File: src/rtl/fib_lfsr_checker_sat_counter.sv
// Saturating up-counter with synchronous reset and clear; holds at all-ones.
module sat_counter #(
  parameter int unsigned W = 16
) (
  input  logic         clk_i,
  input  logic         rst_i,
  input  logic         clr_i,
  input  logic         inc_i,
  output logic [W-1:0] count_o
);

  logic [W-1:0] count_q;

  always_ff @(posedge clk_i) begin
    if (rst_i || clr_i) begin
      count_q <= '0;
    end else if (inc_i && (count_q != '1)) begin
      count_q <= count_q + W'(1);
    end
  end

  assign count_o = count_q;

endmodule

File: config.mk
export PLATFORM = sky130hd
export DESIGN_NAME = sat_counter
export DESIGN_NICKNAME = d
export VERILOG_FILES = /design/src/rtl/fib_lfsr_checker_sat_counter.sv
export SDC_FILE = /design/constraint.sdc
export NUM_CORES = 1
export LEC_CHECK = 0
export ABC_AREA = 1
export BUFFER_PORTS_ARGS = -buffer_cell sky130_fd_sc_hd__buf_2
export CORE_ASPECT_RATIO = 1.4
export CORE_MARGIN = 2
export CORE_UTILIZATION = 50
export CTS_BUF_LIST = sky130_fd_sc_hd__clkbuf_4 sky130_fd_sc_hd__clkbuf_8
export DETAILED_ROUTE_END_ITERATION = 10
export PLACE_DENSITY = 0.77
export SLEW_MARGIN = 20
export SYNTH_ARGS = -nofsm -noshare
export SYNTH_HDL_FRONTEND = slang
export SYNTH_SLANG_ARGS = --single-unit
File: constraint.sdc
create_clock -name clk_i -period 1.57 [get_ports clk_i]
set_clock_uncertainty 0.15 [all_clocks]
set_input_delay 0.157 -clock clk_i [delete_from_list [all_inputs] [get_ports clk_i]]
set_output_delay 0.157 -clock clk_i [all_outputs]
set_load 0.01 [all_outputs]
==> results_dict.tcl <==
set metrics [dict create \
    cap_violations 0 \
    syn_to_final_growth_pct 29.61 \
    viasPerCell 5.152 \
    critPathCaptureType "register" \
    htree_levels 1 \
    hold_ws_ps 99.02 \
    synth_cell_types 21 \
    root_buffer "clkbuf_4" \
    drc 0 \
    seq_area_frac_synth_pct 33.68 \
    dp_hpwl_um 1606 \
    vias 1020 \
    diodes 0 \
    clock_latency_ps 300 \
    grt_pass1_wl_um 3387 \
    place_ws_ps -22.96 \
    largest_reg_flops 16 \
    placed_cells 193 \
    grt_max_degree 17 \
    power.leakage_nw 0.5122 \
    crit_arrival_ps 1620 \
    grt-ovfl-total 0 \
    cts_hold_buf 0 \
    core-area_mm2 0.001779 \
    tightest_slew_ps 211.7 \
    cts_tree "built" \
    setup_viol 0 \
    postRouteWirelength_um 2201 \
    timing.fmax_mhz 648.8 \
    synthCells 149 \
    cp.required_ps 1650 \
    clockBufferDepth 2 \
    wire_per_inst_um 11.12 \
    final-hold-violation-count 0 \
    grt_antenna_before_repair 0 \
    io_pins 20 \
    die_w_um 40.86 \
    first_pass_iters 4 \
    placementRows 18 \
    io_buffer_count 19 \
    critPathLaunchType "register" \
    ys_seq_elements 16 \
    finalCritPeriodShare_pct 98.18 \
    chipHeight_um 55.60 \
    outcome "complete, no violations" \
    cts.clk_slew.worst_paths_ps 100 \
    path_max_fanout 5 \
    cts_sinks 16 \
    gp_congestion 0.8479 \
    finalMaxSlewViolations 0 \
    ir_drop_v 0.0004590 \
    drive_gt1_share_pct 38.76 \
    start_util_pct 53.45 \
    drtIter0Drc 11 \
    cts_buffers 3 \
    path_class "reg -> reg" \
    hold_class "in -> reg" \
    fin_crit_ps 1541 \
    synth_area_per_cell_um2 6.382 \
    syn-num-nets 154 \
    cellPowerDensity_mw_per_mm2 599.8 \
    synth_top_area_share_pct 33.68 \
    syn-cell-area_um2 950.9 \
    maxSlewHeadroom_pct 85.87 \
    antenna_left 0 \
    grt_pass1_vias 864 \
    synth_area_leaders "dfxtp_1 34%, nand2_1 15%, nor2_1 13%" \
    yosysWarnings 0 \
    dieArea_mm2 0.002272 \
    rsz0062_at_grt "true" \
    timing.final.ws_setup_ps 28.65 \
    nNetsFinal 184 \
    netlist.top_cell.by_area "dfxtp_1" \
    final_cells 198 \
    globalRouteTotalUtil_pct 20.94 \
]
[power breakdown]
part / switching (mW) / leakage, nW / internal (mW) / total [mW]
sequential: 0.00230 / 0.134 / 0.408 / 0.410
combinational: 0.0271 / 0.358 / 0.0187 / 0.0458
clock: 0.141 / 0.0210 / 0.141 / 0.283
total: 0.171 / 0.512 / 0.568 / 0.739
[Yosys cell counts]
master / count
nand2_1: 38
nor2_1: 34
clkinv_1: 1
a21boi_1: 1
inv_1: 12
buf_6: 1
nand2_4: 1
nand4_2: 1
nor2_2: 3
a21oi_1: 9
buf_4: 1
nor3_1: 1
nand3_1: 14
o21ai_2: 1
o21ai_0: 3
nand4_1: 3
dfxtp_1: 16
inv_2: 1
nand2_2: 3
ha_1: 1
nor2_4: 4
[through the flow]
stage                     setup TNS, ps  cell area [um^2]  utilization (%)  total power [mW]
after CTS                             0              1155            64.91            0.7367
after detailed placement         -58.08              1105            62.10            0.4601
after global routing             -111.7              1232            69.27            0.7635
final                                 0              1232            69.27            0.7392
after global placement                0              1105            62.10            0.4591
after floorplan                       0             950.9                -            0.4438
[path summary, 6_finish.rpt]
check / start / to / slack [ps] / depth (start not counted)
worst min-delay path: inc_i / count_o[11]$_SDFFE_PP0P_ / 100 / 4
worst max-delay path: count_o[1]$_SDFFE_PP0P_ / count_o[2]$_SDFFE_PP0P_ / 30 / 9
worst min register to register: count_o[5]$_SDFFE_PP0P_ / count_o[5]$_SDFFE_PP0P_ / 360 / 2
worst max register to register: count_o[1]$_SDFFE_PP0P_ / count_o[2]$_SDFFE_PP0P_ / 30 / 9
[layout make-up]
class | count | area, um^2
repair buffers | 27 | 155.1
flip-flops and latches | 16 | 331.6
fillers | 147 | 546.8
clock buffers | 4 | 36.28
inverters | 14 | 52.55
well taps | 20 | 25.02
multi-input cells | 117 | 631.9
[critical path, cell delays in order, from the launching register on]
cell and delay [ps]:
dfxtp_2 360, ha_4 160, nand2_2 80, nor2_4 150, nand2_2 100, nor2_4 170, nor2_4 80, nand2_1 60
nand2_1 50, nor2_1 110
[logic make-up after synthesis]
logic type	Yosys count	share of synthesized area (%)
compound gates	14	8.026
fa+ha+maj	1	1.316
buf+inv	16	7.499
flops	16	33.68
simple gates	102	49.47
[metal layers]
metal	routed length, um	track usage, %	part of all wire [%]
met5	0	0	0
met4	46	10.00	2.1
met3	71	2.400	3.2
met2	1150	34.15	52
met1	932	25.19	42
[cells in the final DEF, fill, tap and decap left out, drive strengths merged]
| master | synthesis | final |
|---|---|---|
| buf | 2 | 27 |
| nor3 | 1 | 1 |
| clkbuf | 0 | 4 |
| nor2 | 41 | 41 |
| inv | 13 | 13 |
| clkinv | 1 | 1 |
| nand4 | 4 | 4 |
| dfxtp | 16 | 16 |
| a21oi | 9 | 9 |
| nand3 | 14 | 14 |
| o21ai | 4 | 4 |
| nand2 | 42 | 42 |
| ha | 1 | 1 |
| a21boi | 1 | 1 |
[timing repair]
action,in CTS,in global routing
setup buffers,0,1
setup endpoints to repair,6,15
resized for setup,2,26
pin swaps,0,7
Power figures use the tool's default switching activity.
